$ cat config.mk
export PLATFORM = sky130hd
export DESIGN_NAME = uart_receiver
export DESIGN_NICKNAME = d
export VERILOG_FILES = /design/src/rtl/uart_receiver.sv
export SDC_FILE = /design/constraint.sdc
export NUM_CORES = 1
export LEC_CHECK = 0
export ABC_AREA = 1
export CAP_MARGIN = 10
export CELL_PAD_IN_SITES_DETAIL_PLACEMENT = 1
export CELL_PAD_IN_SITES_GLOBAL_PLACEMENT = 1
export CORE_MARGIN = 1
export CORE_UTILIZATION = 38
export CTS_CLUSTER_DIAMETER = 150
export DETAILED_ROUTE_END_ITERATION = 8
export GPL_ROUTABILITY_DRIVEN = 1
export PLACE_DENSITY_LB_ADDON = 0.08
export SYNTH_ARGS = -nofsm -noshare
export SYNTH_HDL_FRONTEND = slang
export SYNTH_SLANG_ARGS = --single-unit
$ cat constraint.sdc
create_clock -name clk_tf -period 1.2 [get_ports clk_tf]
set_clock_uncertainty 0.05 [all_clocks]
set_input_delay 0.24 -clock clk_tf [delete_from_list [all_inputs] [get_ports clk_tf]]
set_output_delay 0.24 -clock clk_tf [all_outputs]
set_load 0.02 [all_outputs]
$ cat src/rtl/uart_receiver.sv
// uart_receiver: 8N1 UART receiver, LSB first, idle-high line.
// Samples receiver_rx at CLKS_PER_BIT clocks per bit (even, 4..256) and writes
// each good byte to an external receive FIFO with a one-cycle strobe.
// Framing errors and FIFO overruns are reported as one-cycle pulses.
// Optional feature macro: UART_RX_MAJORITY_EN -- 2-of-3 majority vote over the
// last three synchronized samples at every sample point.
module uart_receiver #(
  parameter int CLKS_PER_BIT = 16
) (
  input  logic       clk_tf,
  input  logic       rst_n_tf,
  input  logic       receiver_rx,
  input  logic       rf_full,
  output logic       rf_wr,
  output logic [7:0] rf_din,
  output logic       frame_err,
  output logic       overrun_err,
  output logic       rx_busy
);

  localparam int H  = CLKS_PER_BIT / 2;
  localparam int CW = $clog2(CLKS_PER_BIT);
  localparam logic [CW-1:0] CNT_LAST = CW'(CLKS_PER_BIT - 1);
  localparam logic [CW-1:0] CNT_HALF = CW'(H - 1);

  typedef enum logic [1:0] {S_IDLE, S_START, S_DATA, S_STOP} state_t;

  state_t        state;
  logic          rx_meta, rx_s, rx_prev;
  logic [1:0]    sync_vld;
  logic          armed;
  logic          bit_smp;
  logic [CW-1:0] cnt;
  logic [2:0]    bit_idx;
  logic [7:0]    shreg;

  // Two-stage synchronizer plus one-cycle delayed copy for edge detection.
  // The synchronizer resets to 1, so its output only reflects the real line
  // after two edges; 'armed' waits for a genuine high on the line so that a
  // line held low across reset release is not mistaken for a falling edge.
  always_ff @(posedge clk_tf or negedge rst_n_tf) begin
    if (!rst_n_tf) begin
      rx_meta  <= 1'b1;
      rx_s     <= 1'b1;
      rx_prev  <= 1'b1;
      sync_vld <= 2'b00;
      armed    <= 1'b0;
    end else begin
      rx_meta  <= receiver_rx;
      rx_s     <= rx_meta;
      rx_prev  <= rx_s;
      sync_vld <= {sync_vld[0], 1'b1};
      if (sync_vld[1] && rx_s) armed <= 1'b1;
    end
  end

`ifdef UART_RX_MAJORITY_EN
  logic       rx_prev2;
  logic [2:0] rx_hist;

  // Third history tap: rx_s two cycles back.
  always_ff @(posedge clk_tf or negedge rst_n_tf) begin
    if (!rst_n_tf) rx_prev2 <= 1'b1;
    else           rx_prev2 <= rx_prev;
  end

  // 2-of-3 vote over current and two previous synchronized samples.
  always_comb begin
    rx_hist = {rx_s, rx_prev, rx_prev2};
    bit_smp = (rx_hist[0] & rx_hist[1]) | (rx_hist[0] & rx_hist[2]) |
              (rx_hist[1] & rx_hist[2]);
  end
`else
  // Sample points use the synchronized line directly.
  assign bit_smp = rx_s;
`endif

  // Frame FSM: start detect, mid-bit sampling, stop check, registered outputs.
  always_ff @(posedge clk_tf or negedge rst_n_tf) begin
    if (!rst_n_tf) begin
      state       <= S_IDLE;
      cnt         <= '0;
      bit_idx     <= 3'd0;
      shreg       <= 8'h00;
      rf_wr       <= 1'b0;
      rf_din      <= 8'h00;
      frame_err   <= 1'b0;
      overrun_err <= 1'b0;
      rx_busy     <= 1'b0;
    end else begin
      rf_wr       <= 1'b0;
      frame_err   <= 1'b0;
      overrun_err <= 1'b0;
      case (state)
        S_IDLE: begin
          cnt     <= '0;
          bit_idx <= 3'd0;
          if (armed && rx_prev && !rx_s) begin
            state   <= S_START;
            rx_busy <= 1'b1;
          end
        end
        S_START: begin
          if (cnt == CNT_HALF) begin
            cnt <= '0;
            if (!bit_smp) begin
              state <= S_DATA;
            end else begin
              // Start bit did not hold until mid-bit: treat as a glitch.
              state   <= S_IDLE;
              rx_busy <= 1'b0;
            end
          end else begin
            cnt <= cnt + 1'b1;
          end
        end
        S_DATA: begin
          if (cnt == CNT_LAST) begin
            cnt     <= '0;
            shreg   <= {bit_smp, shreg[7:1]};
            bit_idx <= bit_idx + 3'd1;
            if (bit_idx == 3'd7) state <= S_STOP;
          end else begin
            cnt <= cnt + 1'b1;
          end
        end
        S_STOP: begin
          if (cnt == CNT_LAST) begin
            cnt     <= '0;
            state   <= S_IDLE;
            rx_busy <= 1'b0;
            if (!bit_smp) begin
              frame_err <= 1'b1;
            end else if (rf_full) begin
              overrun_err <= 1'b1;
            end else begin
              rf_wr  <= 1'b1;
              rf_din <= shreg;
            end
          end else begin
            cnt <= cnt + 1'b1;
          end
        end
        default: begin
          state   <= S_IDLE;
          cnt     <= '0;
          rx_busy <= 1'b0;
        end
      endcase
    end
  end

endmodule

Word level (Yosys, flattened, before mapping)
Cells that the tools add are included.
{"block": "word_totals", "reg_bits": 35, "latchBits": 0, "mem_bits_rw": 0, "mem_bits_ro": 0, "in_bits": 4, "out_inout_bits": 12, "elab_cells": 70, "n_memories": 0}
{"block": "op_classes", "addsub": 2, "multipliers": 0, "div_mod_pow": 0, "n_lt_le_gt_ge": 0, "n_eq_ne": 12, "shifts": 0, "n_mux": 28, "n_bitwise": 1, "reduce_logical": 13}
{"op": "1-bit 2-to-1 mux", "n": 15}
{"op": "2-bit 2-to-1 mux", "n": 6}
{"op": "2-bit != test (second input constant)", "n": 6}
{"op": "4-bit one-hot mux with 3 select lines", "n": 1}
{"op": "5-bit AND reduction", "n": 2}
{"op": "4-bit 2-to-1 mux", "n": 2}
{"op": "2-bit one-hot mux with 4 select lines", "n": 1}
{"op": "3-bit one-hot mux with 2 select lines", "n": 1}
{"op": "4-bit by 1-bit adder with 4-bit output (second input constant)", "n": 1}
{"op": "2-bit == test (second input constant)", "n": 2}
{"op": "4-bit by 3-bit == test with 1-bit output (second input constant)", "n": 1}
{"op": "4-bit == test (second input constant)", "n": 1}
{"op": "2-bit AND reduction", "n": 2}
{"op": "4-bit AND reduction", "n": 1}
{"op": "3-bit by 1-bit adder with 3-bit output (second input constant)", "n": 1}
{"op": "3-bit == test (second input constant)", "n": 1}
{"op": "1-bit logical AND", "n": 3}
{"op": "3-bit 2-to-1 mux", "n": 1}
{"op": "1-bit one-hot mux with 3 select lines", "n": 1}
{"op": "3-bit nonzero test", "n": 1}
{"op": "2-bit by 1-bit == test with 1-bit output (second input constant)", "n": 1}
{"op": "2-bit logical NOT", "n": 1}
{"op": "2-bit nonzero test", "n": 1}
{"op": "2-bit OR reduction", "n": 1}
{"op": "2 further kinds", "n": 2}

Logic depth before layout (Yosys ltp)
Gate-level depths: netlist (run 1).
{"block": "logic_depth", "depth_word": 4, "mapped_depth": 8, "ltp_nobuf": 8}

Worst setup path after synthesis (run 1)
OpenSTA, ideal clock, no wires.
{"block": "synth_path", "path_type": "reg-to-reg", "startpoint": "reg cnt[0]", "endpoint": "reg bit_idx[0]", "setup_ps": 74, "arrival_time_ps": 1199, "required_time_ps": 1076, "path_slack_ps": -123, "stages_incl_launch_ff": 7, "path_buffers": 0, "synth_period_minus_slack_ps": 1323, "path_cell_list": "dfrtp_1 -> ha_1 -> nand3_4 -> inv_2 -> o21ai_0 -> nand2_1 -> o21ai_2"}
{"block": "synth_between", "elab_chain_cells": 3}
{"item": "start, declared", "line": "33", "text": "logic [CW-1:0] cnt;"}
{"item": "start signal, assigned", "line": "114", "text": "cnt <= cnt + 1'b1;"}
{"item": "start signal, assigned", "line": "124", "text": "cnt <= cnt + 1'b1;"}
{"item": "start signal, assigned", "line": "141", "text": "cnt <= cnt + 1'b1;"}
{"item": "4-bit == test", "line": "118", "text": "if (cnt == CNT_LAST) begin"}
{"item": "2-bit != test (no line)"}
{"item": "2-bit AND reduction (no line)"}
{"item": "end signal, assigned", "line": "121", "text": "bit_idx <= bit_idx + 3'd1;"}
{"item": "end, declared", "line": "34", "text": "logic [2:0] bit_idx;"}
Every way passes these cells.
A chain may end at the register's enable or synchronous reset.

Worst setup path in the final report (run 1)
{"block": "layout_path", "startpoint": "reg cnt[1]", "endpoint": "reg shreg[4]"}
{"block": "layout_between", "elab_chain_cells": 2}
{"item": "4-bit == test", "line": "118"}
{"item": "2-bit AND reduction (no line)"}
{"item": "end signal, assigned", "line": "120", "text": "shreg <= {bit_smp, shreg[7:1]};"}
{"item": "end, declared", "line": "35", "text": "logic [7:0] shreg;"}
Every way passes these cells.

==> impl_metrics.tcl, run 1 <==
set metrics [dict create \
    design.die.area_mm2 0.00414 \
    start_util_pct 40.0 \
    place.gp.congestion 0.774 \
    grt_antenna_before_repair 0 \
    grt_pass1_vias 1134 \
    final_core_utilization_pct 52.0 \
    maximum_number_of_pins_on_one_net_before_global_route_repair 36 \
    core_mm2 0.00369 \
    source_of_the_worst_register_to_register_timing_path "cnt[1]$_DFF_PN0_" \
    cap_viol_max_count 0 \
    synth_nets 153 \
    fin_nets 193 \
    min_period_over_period_pct 110 \
    preCtsSetupSlack_ns -0.235 \
    tritoncts "built" \
    critical_path_arrival_ns 1.43 \
    critPathLaunch "cnt[1]$_DFF_PN0_" \
    setup-tns-final_ns -2.14 \
    avgRoutedWirePerCell_um 11.8 \
    ff_latch_area_um2 881 \
    clock_tree.buffer_depth 2 \
    yosysWarnings 0 \
    cts_root_buf "clkbuf_8" \
    rrSetupSlack_ns -0.11 \
    power_mw 3.34 \
    cts_buffers 5 \
    multi_input_comb_area_um2 543 \
    fill_cells 439 \
    placement_rows 22 \
    worst_setup_path_start_kind "flip-flop" \
    postSynthRegisterBits 35 \
    layout_min_cycle_time_ns 1.31 \
    worst_hold_path_type "in -> async" \
    failed_checks "setup timing" \
    synth_area_per_cell_um2 10.1 \
    n_antenna_cell 0 \
    place_inst 225 \
    overflow_left_after_global_routing 0 \
    insertion_delay_ns 0.28 \
    postCtsHoldBufs 0 \
    ys_types 23 \
    detail_route.iter0.violations 33 \
    fp.dieH_um 64.3 \
    power.leakage_nw 0.946 \
    proportion_of_synthesized_chip_area_in_sequential_cells_pct 59.6 \
    route.final.wire_length_um 2780 \
    gr-usage-all-layers_pct 16.4 \
    critical_path.endpoint_type "flip-flop" \
    placement.io_buffers 15 \
    drtPass1Iterations 4 \
    clkSlewWorstSetupHoldPaths_ns 0.08 \
    most-common-layout-cells "33 x nand2_1, 31 x dfrtp_1, 19 x buf_4" \
    clock.fmax_ghz 0.761 \
    drc 0 \
    avgViaCountPerCell 4.38 \
    mostFrequentLayoutCell "nand2_1" \
    timing.final.max_slew_violations 0 \
    synth.cell_area_mm2 0.00148 \
    dp_hpwl_um 1980 \
    final.setup.worst_slack_ns -0.115 \
    setup_cp_type "reg -> reg" \
    layout_area_overhead_pct 30.1 \
    post_route_cells_drive_above_1_share_pct 38.0 \
    cellPowerDensity_mw_per_mm2 1740 \
    grt_pass1_wl_um 5060 \
    die-width_um 64.3 \
    run_status "finished with violations" \
    worstPathMaxFanout 17 \
    finish.cell_count_without_fillers 235 \
    cts.sink_count 35 \
    cts_htree_levels 2 \
    grt_setup_unrepaired "true" \
    timing.final.hold_violations 0 \
    pin_count 16 \
    crit_required_ns 1.32 \
    route.antenna.remaining_nets 0 \
    netlist_instances 146 \
    finalSetupViolations 24 \
    power.ir.vdd_worst_uv 708 \
    route.vias.total 1030 \
]
[layer usage]
metal,global-route usage [%],share of wire [%],vias up
li1,-,-,530
met1,20.4,48,481
met2,27.0,48,15
met3,4.82,3.1,4
met4,5.83,0.93,0
met5,0,0,-
[where the power goes]
part           total [mW]  switching (mW)  internal, mW
sequential           1.46           0.153          1.31
combinational       0.929           0.533         0.397
clock               0.947           0.425         0.522
[final timing paths]
| kind | depth (start not counted) | endpoint |
|---|---|---|
| worst min register to register | 0 | sync_vld[1]$_DFF_PN0_ |
| max in group asynchronous | 2 | bit_smp$_DFF_PN1_ |
| min in group clk_tf | 0 | sync_vld[1]$_DFF_PN0_ |
| worst min-delay path | 2 | rf_din[2]$_DFFE_PN0P_ |
| worst max register to register | 6 | shreg[4]$_DFFE_PN0P_ |
| worst max-delay path | 6 | shreg[4]$_DFFE_PN0P_ |
[cell families after synthesis]
kind of cell,share of synthesized area [%]
AO/OA/AOI/OAI,10.1
XOR/XNOR,0.594
adder cells (fa/ha/maj),2.54
buffers and inverters,6.87
flip-flops,59.6
other,0.254
AND/OR/NAND/NOR,20.0
[worst max-delay path, cell delays in order (launching register included)]
cell	delay [ns]
dfrtp_1	0.40
ha_4	0.18
nand3_4	0.12
inv_2	0.18
nand2_8	0.12
nand2_1	0.09
o21ai_1	0.06
[Yosys cell counts]
cell / number / area, µm²
a21o_1: 1 / 7.51
a21oi_1: 1 / 5.00
buf_6: 2 / 22.5
clkinv_1: 1 / 3.75
conb_1: 1 / 3.75
dfrtp_1: 32 / 801
dfstp_2: 3 / 78.8
ha_1: 3 / 37.5
inv_1: 15 / 56.3
inv_2: 5 / 18.8
nand2_1: 34 / 128
nand2_2: 2 / 12.5
nand2_4: 3 / 33.8
nand3_1: 7 / 35.0
nand3_4: 1 / 17.5
nor2_1: 11 / 41.3
nor2_4: 2 / 22.5
nor3_1: 1 / 5.00
o211ai_1: 1 / 7.51
o21ai_0: 3 / 15.0
o21ai_1: 7 / 35.0
o21ai_2: 9 / 78.8
xor2_1: 1 / 8.76
[state kept, by name, indices dropped and copies added (netlist names), 2 cells and up, named ones only]
signal,count
rf_din,8
sync_vld,2
shreg,8
cnt,4
bit_idx,3
[what timing repair did]
action                                  CTS  global route
buffers inserted                          2             0
pin swaps                                 0             0
resized for setup                        49             6
endpoints found under the setup margin   37            29
[area by class of cell]
cell class / count / share of cell area (%)
clock inverter: 1 / 0.391
inverter: 21 / 4.11
clock buffer: 7 / 5.02
tap: 48 / 3.13
sequential: 35 / 45.9
multi-input combinational: 88 / 28.3
timing repair buffer: 35 / 13.2
[metrics by stage]
step | instance area, µm² | hold WS [ns]
after floorplan | 1490 | -0.106
after global placement | 1830 | 0.283
after detailed placement | 1830 | 0.294
after CTS | 1930 | 0.284
after global routing | 1920 | 0.301
final | 1920 | 0.280
(Power assumes the default switching activity.)
==> inputs of run 2 (changes only) <==
--- a/config.mk
+++ b/config.mk
@@ -14,7 +14,7 @@
 export CTS_CLUSTER_DIAMETER = 150
 export DETAILED_ROUTE_END_ITERATION = 8
 export GPL_ROUTABILITY_DRIVEN = 1
-export PLACE_DENSITY_LB_ADDON = 0.08
+export PLACE_DENSITY_LB_ADDON = 0.1
 export SYNTH_ARGS = -nofsm -noshare
 export SYNTH_HDL_FRONTEND = slang
 export SYNTH_SLANG_ARGS = --single-unit
==> run 2 against run 1 <==
The run still ends with setup timing left. Via count rose by 4.4%. Largest power group unchanged. Combinational power grew 6.6%. Largest cell class unchanged. Sequential power is essentially flat.
==> impl_metrics.tcl, run 2 (same netlist as run 1, synthesis figures left out) <==
set metrics [dict create \
    power.leakage_nw 0.971 \
    route.vias.total 1075 \
    power.ir.vdd_worst_uv 711 \
    worst_setup_path_start_kind "flip-flop" \
    finalSetupViolations 23 \
    cts_root_buf "clkbuf_8" \
    power.sequential.fraction_pct 44.0 \
    pwr-share-comb_pct 29.7 \
    design.die.area_mm2 0.00414 \
    overflow_left_after_global_routing 0 \
    worst_hold_slack_after_final_layout_ns 0.286 \
    worst_path_cell_trace "ha_4 -> nand3_4 -> nor2_4 -> nand2_8 -> nand2_2 -> o21ai_2" \
    place.gp.congestion 0.736 \
    worst_hold_path_type "in -> async" \
    run_status "finished with violations" \
    critPathLaunch "cnt[1]$_DFF_PN0_" \
    failed_checks "setup timing" \
    grt_pass1_wl_um 5020 \
    grt_setup_unrepaired "true" \
    final.setup.worst_slack_ns -0.189 \
    p_int_mw 2.20 \
    tritoncts "built" \
    clock_tree.buffer_depth 2 \
    insertion_delay_ns 0.28 \
    avgViaCountPerCell 4.56 \
    source_of_the_worst_register_to_register_timing_path "cnt[1]$_DFF_PN0_" \
    n_antenna_cell 0 \
    critical_path_arrival_ns 1.52 \
    largest_registers "rf_din: 8 flops, shreg: 8 flops, cnt: 4 flops" \
    grt_antenna_before_repair 0 \
    fill_cells 429 \
    preCtsSetupSlack_ns -0.232 \
    route.final.wire_length_um 3080 \
    power.share.clock_pct 26.3 \
    stdcell_area_mm2 0.00198 \
    placement_rows 22 \
    placement.io_buffers 15 \
    cap_viol_max_count 0 \
    grt_pass1_vias 1115 \
    drtPass1Iterations 4 \
    core_mm2 0.00369 \
    timing.final.hold_violations 0 \
    layout_min_cycle_time_ns 1.39 \
    most-common-layout-cells "31 x dfrtp_1, 26 x nand2_1, 18 x buf_4" \
    maximum_number_of_pins_on_one_net_before_global_route_repair 36 \
    final_core_utilization_pct 53.7 \
    clock.fmax_ghz 0.720 \
    cellPowerDensity_mw_per_mm2 1680 \
    power_mw 3.33 \
    timing.final.max_slew_violations 0 \
    avgRoutedWirePerCell_um 13.0 \
    route.antenna.remaining_nets 0 \
    fin_nets 194 \
    swShare_pct 34.0 \
    critical-path-slowest-cell "dfrtp_1" \
    start_util_pct 40.0 \
    cts_buffers 5 \
    die-width_um 64.3 \
    cts_htree_levels 2 \
    finish.cell_count_without_fillers 236 \
    layout_area_overhead_pct 34.3 \
    placed_cell_area_mm2 0.00182 \
    slowest_delay_ns 0.39 \
    worstPathMaxFanout 8 \
    place_inst 224 \
    buffers_and_inverters_on_the_worst_path 0 \
    p_sw_mw 1.13 \
    setup-tns-final_ns -2.52 \
    crit_required_ns 1.33 \
    gr-usage-all-layers_pct 16.3 \
    critical_path.endpoint_type "flip-flop" \
    drc 0 \
    mostFrequentLayoutCell "dfrtp_1" \
    pin_count 16 \
    cts.sink_count 35 \
    dp_hpwl_um 2090 \
    detail_route.iter0.violations 28 \
    setup_cp_type "reg -> reg" \
    worst_path_dominant_cell_family "simple AND/OR/NAND/NOR gates" \
    post_route_cells_drive_above_1_share_pct 42.6 \
    fp.dieH_um 64.3 \
    clkSlewWorstSetupHoldPaths_ns 0.07 \
    min_period_over_period_pct 116 \
]
-- run 2: worst paths after layout --
path                                    endpoint  slack, ns  cells past startpoint
hold / removal             rf_din[1]$_DFFE_PN0P_       0.29                      2
setup reg to reg           rf_din[3]$_DFFE_PN0P_      -0.19                      6
max in group asynchronous      bit_smp$_DFF_PN1_       0.56                      2
hold reg to reg                bit_smp$_DFF_PN1_       0.31                      0
setup / recovery           rf_din[3]$_DFFE_PN0P_      -0.19                      6
min in group clk_tf            bit_smp$_DFF_PN1_       0.31                      0
-- run 2: cell type report --
| cell class | count | area [µm²] | area share [%] |
|---|---|---|---|
| repair buffers | 35 | 256 | 13.0 |
| inverters | 21 | 86.3 | 4.36 |
| clock inverters | 1 | 5.00 | 0.253 |
| flip-flops and latches | 35 | 881 | 44.5 |
| multi-input cells | 89 | 606 | 30.6 |
| clock buffers | 7 | 86.3 | 4.36 |
| well taps | 48 | 60.1 | 3.03 |
-- run 2: what timing repair did --
action	4_1_cts	5_1_grt
gates resized for setup	54	21
hold buffers	0	0
setup endpoints to repair	37	28
setup buffers	0	3
gates cloned	0	1
pin swaps	0	4
-- run 2: routing by layer --
layer  track usage (%)  vias to the layer above  wire length, µm
met5                 0                        -                0
met4              6.67                        0                8
met3              5.18                        2               81
met2              26.1                       13             1560
met1              20.4                      523             1420
li1                  -                      537                -
-- run 2: power groups by stage --
stage	clock, mW	combinational, mW	sequential, mW
after floorplan	0	0.542	1.48
after global placement	0	0.852	1.47
after detailed placement	0	0.899	1.49
after CTS	0.908	0.954	1.47
after global routing	0.966	1.12	1.48
final	0.875	0.990	1.46
